## config.mk

```make
export PLATFORM = sky130hd
export DESIGN_NAME = data_mem_loader
export DESIGN_NICKNAME = d
export VERILOG_FILES = /design/src/rtl/data_mem_loader.sv
export SDC_FILE = /design/constraint.sdc
export NUM_CORES = 1
export LEC_CHECK = 0
export CAP_MARGIN = 20
export CORE_MARGIN = 2
export CORE_UTILIZATION = 45
export CTS_BUF_LIST = sky130_fd_sc_hd__clkbuf_4
export CTS_CLUSTER_DIAMETER = 80
export CTS_CLUSTER_SIZE = 14
export DETAILED_ROUTE_END_ITERATION = 12
export HOLD_SLACK_MARGIN = 0.05
export SLEW_MARGIN = 20
export SYNTH_ARGS = -nofsm -noshare
export SYNTH_HDL_FRONTEND = slang
export SYNTH_SLANG_ARGS = --single-unit
```

## constraint.sdc

```tcl
create_clock -name clk -period 5 [get_ports clk]
set_input_delay 0.5 -clock clk [delete_from_list [all_inputs] [get_ports clk]]
set_output_delay 0.5 -clock clk [all_outputs]
set_load 0.02 [all_outputs]
```

## src/rtl/data_mem_loader.sv

```systemverilog
// rtl/data_mem_loader.sv - data memory with framed UART byte loader
// Optional trailing checksum word per frame: define LOAD_CKSUM_EN.
module data_mem_loader #(
  parameter int DATA_W   = 16,
  parameter int ADDR_W   = 4,
  parameter int INIT_IDX = 1
) (
  input  logic              clk,
  input  logic              reset,
  input  logic              load_start,
  input  logic [ADDR_W:0]   load_len,
  input  logic [7:0]        rx_byte,
  input  logic              rx_valid,
  input  logic              we,
  input  logic [ADDR_W-1:0] addr,
  input  logic [DATA_W-1:0] wdata,
  output logic [DATA_W-1:0] rdata,
  output logic              busy,
  output logic              load_done,
  output logic [ADDR_W:0]   load_cnt,
  output logic              load_err
);

  localparam int BPW   = DATA_W / 8;
  localparam int DEPTH = 1 << ADDR_W;
  localparam int BCW   = (BPW > 1) ? $clog2(BPW) : 1;

  localparam logic [1:0] S_IDLE  = 2'd0;
  localparam logic [1:0] S_LOAD  = 2'd1;
  localparam logic [1:0] S_CKSUM = 2'd2;
  localparam logic [1:0] S_DONE  = 2'd3;

  localparam logic [ADDR_W:0]   LEN_MAX = {1'b1, {ADDR_W{1'b0}}};
  localparam logic [ADDR_W:0]   CNT_ONE = {{ADDR_W{1'b0}}, 1'b1};
  localparam logic [ADDR_W-1:0] PTR_ONE = {{(ADDR_W-1){1'b0}}, 1'b1};
  localparam logic [BCW-1:0]    BC_ONE  = BCW'(1);
  localparam logic [BCW-1:0]    BC_LAST = BCW'(BPW - 1);

  logic [1:0]        state;
  logic [DATA_W-1:0] mem [DEPTH];
  logic [ADDR_W:0]   len;
  logic [ADDR_W:0]   cnt;
  logic [ADDR_W-1:0] ptr;
  logic [BCW-1:0]    byte_cnt;
  logic [DATA_W-1:0] asm_word;
  logic [DATA_W+7:0] shift_word;
  logic [DATA_W-1:0] new_word;
  logic              word_ready;
  logic              start_ok;

  // Big-endian packing: earlier bytes shift toward the MS end.
  assign shift_word = {asm_word, rx_byte};
  assign new_word   = shift_word[DATA_W-1:0];
  assign word_ready = rx_valid && (byte_cnt == BC_LAST);
  assign start_ok   = load_start && ((state == S_IDLE) || (state == S_DONE));

  assign busy      = (state == S_LOAD) || (state == S_CKSUM);
  assign load_done = (state == S_DONE);
  assign load_cnt  = cnt;
  assign rdata     = mem[addr];

`ifdef LOAD_CKSUM_EN
  logic [DATA_W-1:0] sum;
  logic              err;
  assign load_err = err;
`else
  assign load_err = 1'b0;
`endif

  always_ff @(posedge clk or negedge reset) begin
    if (!reset) begin
      state    <= S_IDLE;
      len      <= '0;
      cnt      <= '0;
      ptr      <= '0;
      byte_cnt <= '0;
      asm_word <= '0;
`ifdef LOAD_CKSUM_EN
      sum      <= '0;
      err      <= 1'b0;
`endif
    end else begin
      case (state)
        S_IDLE, S_DONE: begin
          if (start_ok) begin
            state    <= S_LOAD;
            len      <= ((load_len == '0) || (load_len > LEN_MAX)) ? LEN_MAX : load_len;
            cnt      <= '0;
            ptr      <= '0;
            byte_cnt <= '0;
            asm_word <= '0;
`ifdef LOAD_CKSUM_EN
            sum      <= '0;
            err      <= 1'b0;
`endif
          end else begin
            state <= S_IDLE;
          end
        end
        S_LOAD: begin
          if (rx_valid) begin
            asm_word <= new_word;
            byte_cnt <= word_ready ? '0 : byte_cnt + BC_ONE;
          end
          if (word_ready) begin
            ptr <= ptr + PTR_ONE;
            cnt <= cnt + CNT_ONE;
`ifdef LOAD_CKSUM_EN
            sum <= sum + new_word;
            if ((cnt + CNT_ONE) == len) state <= S_CKSUM;
`else
            if ((cnt + CNT_ONE) == len) state <= S_DONE;
`endif
          end
        end
`ifdef LOAD_CKSUM_EN
        S_CKSUM: begin
          if (rx_valid) begin
            asm_word <= new_word;
            byte_cnt <= word_ready ? '0 : byte_cnt + BC_ONE;
          end
          if (word_ready) begin
            err   <= (new_word != sum);
            state <= S_DONE;
          end
        end
`endif
        default: state <= S_IDLE;
      endcase
    end
  end

  // The loader owns the array while busy, so CPU writes are only taken when idle.
  always_ff @(posedge clk or negedge reset) begin
    if (!reset) begin
      for (int i = 0; i < DEPTH; i++) begin
        mem[i] <= (INIT_IDX != 0) ? DATA_W'(i) : '0;
      end
    end else if ((state == S_LOAD) && word_ready) begin
      mem[ptr] <= new_word;
    end else if (we && !busy) begin
      mem[addr] <= wdata;
    end
  end

endmodule

```

==> impl_metrics.py <==
metrics = {
    "logic_synthesis": {
        "synth_nets": 1449,
        "syn_inst": 1402,
        "netlist_area_sq_um": 14880,
        "netlist.area_leader.share_pct": 41.87,
        "synth_area_leader_cell": "dfrtp_1",
        "synth_flop_cell": "dfrtp_1",
        "seq_area_frac_synth_pct": 47.52,
        "ys_top_cells_by_count": "dfrtp_1 (249), nor2_1 (222), o21ai_0 (172)",
        "synthArstFlopShare_pct": 100.0,
        "postSynthAreaPerCell_sq_um": 10.61,
        "synth-edff-count": 0,
        "synth.distinct_cells": 52,
        "yosysWarnings": 0,
        "ys_ff_latch": 281,
        "synth_area_leaders": "dfrtp_1 (42%), mux4_2 (12%), a22oi_1 (7.7%)",
        "synth.most_common_cell": "dfrtp_1",
    },
    "worst_setup_path": {
        "slowest_delay_ns": 0.84,
        "criticalPathCategory": "input pin to primary output",
        "cp.required_ns": 4.50,
        "end_kind": "primary output",
        "cp_cell_sequence": "buf_4, mux4_2, mux4_2, clkdlybuf4s50_1",
        "crit_arrival_ns": 2.99,
        "path_buf_inv": 2,
        "crit_top_cell": "mux4_2",
        "cp_top_family": "buffers and inverters",
        "slowest_stage": "buf_4",
        "startpoint_type": "input pin",
        "worstPathMaxFanout": 71,
    },
    "floorplan": {
        "coreArea_sq_um": 32540,
        "ios": 62,
        "start_util_pct": 45.74,
        "dieWidth_um": 185.8,
        "die_area_sq_um": 34540,
        "rows": 66,
        "die_h_um": 185.8,
    },
    "placed_design": {
        "portBuffers": 60,
        "place.gp.congestion": 0.8637,
        "placed_cell_area_sq_um": 15570,
        "dp.final_hpwl_um": 32110,
    },
    "timing": {
        "final-max-slew-violation-count": 0,
        "period_needed_ns": 3.489,
        "skew_ns": 0.05165,
        "setup_violations": 0,
        "fmax_mhz": 286.6,
        "rsz0062_at_grt": "false",
        "worst_slew_margin_rel_pct": 22.80,
        "finalCritPeriodShare_pct": 69.78,
        "hold_viol_final": 0,
        "worstMarginPinSlew_ns": 1.158,
        "setup_tns_ns": 0,
    },
    "clocking": {
        "cts_tree": "built",
        "htreeDepth": 1,
        "cts_buffer_depth": 3,
        "root_buffer": "clkbuf_4",
        "post_cts_resized": 0,
        "clk_latency_ns": 0.74,
        "postCtsSetupBuffers": 0,
        "clkTransAtPathRegs_ns": 0.15,
        "numCtsBuffers": 24,
        "cts.sinks": 281,
    },
    "cells_and_area": {
        "layout.nets": 1418,
        "drive_above_1_share_pct": 15.79,
        "areaGrowthSynthToFinish_pct": 6.626,
        "final_area_sq_um": 15870,
        "fillCellCount": 3083,
    },
    "routing": {
        "antenna_left": 0,
        "via_per_inst": 6.601,
        "detail_route.wl_per_cell_um": 26.31,
        "drt_iter0_drc": 1285,
        "wirelength_um": 48010,
        "drc": 0,
        "drt_pass1_iterations": 6,
        "num_vias": 12046,
    },
    "power_and_ir_drop": {
        "max-vdd-ir-drop_v": 0.0002981,
        "leakage_nw": 6.529,
        "p_per_area_nw_per_um2": 479.8,
        "power.total_mw": 7.613,
    },
    "global_route": {
        "grt_pass1_wl_um": 74730,
        "gr-total-overflow": 0,
        "grt_max_degree": 129,
        "grt_use_total_pct": 28.73,
        "grt_pass1_vias": 12021,
        "antenna_found_initial": 2,
    },
    "run_status": {
        "status": "complete, no violations",
    },
    "run": {
        "drv_cap": 0,
    },
    "worst_hold_path": {
        "hp-class": "input pin to flip-flop",
    },
}
## registers in the layout (all words and copies together), names as in the netlist
register  cells
mem         256
asm_word      8
len           5
load_cnt      5
ptr           4
state         2
byte_cnt      1
## cells by family after synthesis
family	count (synthesis)	share of synthesized area (%)
AO/OA/AOI/OAI	494	22.32
adder cells (fa/ha/maj)	9	0.7568
other	1	0.02520
buffers and inverters	152	4.734
XOR/XNOR	5	0.2943
multiplexers	100	13.59
flip-flops	281	47.52
AND/OR/NAND/NOR	360	10.75
## cell usage in the layout, fill, tap and decap left out, types with 5 or more instances in the layout
cell	n
a21o_1	11
a21oi_1	26
a21oi_2	13
a221oi_1	89
a22oi_1	153
and2_1	22
and3_1	5
buf_4	24
clkbuf_4	35
clkdlybuf4s50_1	57
dfrtp_1	249
dfstp_2	32
ha_1	9
inv_1	10
mux2_2	16
mux4_2	80
nand2_1	53
nand2b_1	11
nand3_1	16
nor2_1	222
nor3_1	8
o21ai_0	172
o21ai_1	19
## worst paths after layout
| kind | start | endpoint | slack, ns | depth (start not counted) |
|---|---|---|---|---|
| max | addr[1] | rdata[7] | 1.51 | 4 |
| min | load_len[0] | len[0]$_DFFE_PN0P_ | 0.34 | 3 |
| max reg2reg | state[1]$_DFFE_PN0P_ | mem[1]$_DFFE_PN1P_ | 1.57 | 7 |
| min reg2reg | len[4]$_DFFE_PN0P_ | len[4]$_DFFE_PN0P_ | 0.52 | 2 |
| max in group asynchronous | reset | mem[227]$_DFFE_PN0P_ | 3.38 | 3 |
| min in group asynchronous | reset | mem[218]$_DFFE_PN0P_ | 0.38 | 2 |
## metrics by stage
step | hold WS (ns) | utilization (%) | instances | worst slack [ns]
2_1_floorplan | 0.2044 | - | 1402 | 2.403
3_3_place_gp | 0.4823 | 47.86 | 1786 | 1.512
3_5_place_dp | 0.4877 | 47.86 | 1786 | 1.417
4_1_cts | 0.3182 | 48.75 | 1823 | 1.549
5_1_grt | 0.3481 | 48.77 | 1825 | 1.334
6_report | 0.3368 | 48.77 | 1825 | 1.511
## layout make-up
class                           count  area, sq um  area share [%]
Sequential cell                   281         7072           44.57
Clock inverter                      1        16.27          0.1025
Antenna cell                        2        5.005         0.03154
Inverter                           10        37.54          0.2366
Timing Repair Buffer               85        815.8           5.142
Multi-Input combinational cell    969         7104           44.78
Tap cell                          442        553.0           3.486
Clock buffer                       35        262.8           1.656
## metal layers
metal	track usage (%)	share of wire (%)	vias up
met5	0	0	-
met4	8.693	3.0	0
met3	3.991	7.9	80
met2	44.82	46	612
met1	41.85	43	6141
li1	-	-	5213
## where the power goes
part / total, mW / switching (mW) / leakage [nW] / internal, mW
Clock: 1.08 / 0.761 / 0.168 / 0.321
Sequential: 4.01 / 0.692 / 3.49 / 3.32
Combinational: 2.52 / 1.26 / 2.87 / 1.26
## worst reg2reg max path, delay by kind of cell (launching register included)
| family | cells | cell delay [ns] |
|---|---|---|
| and+or+nand+nor | 2 | 1.10 |
| DFF | 1 | 0.45 |
| buffers and inverters | 1 | 0.07 |
| adders and majority gates | 1 | 0.46 |
| AOI/OAI and AO/OA | 3 | 1.29 |
## timing repair
action                                  in CTS  in global routing
endpoints found under the setup margin       0                  0
endpoints found under the hold margin       97                  0
hold buffers                                 1                  0
No activity file was read; power rests on OpenSTA's default activity.
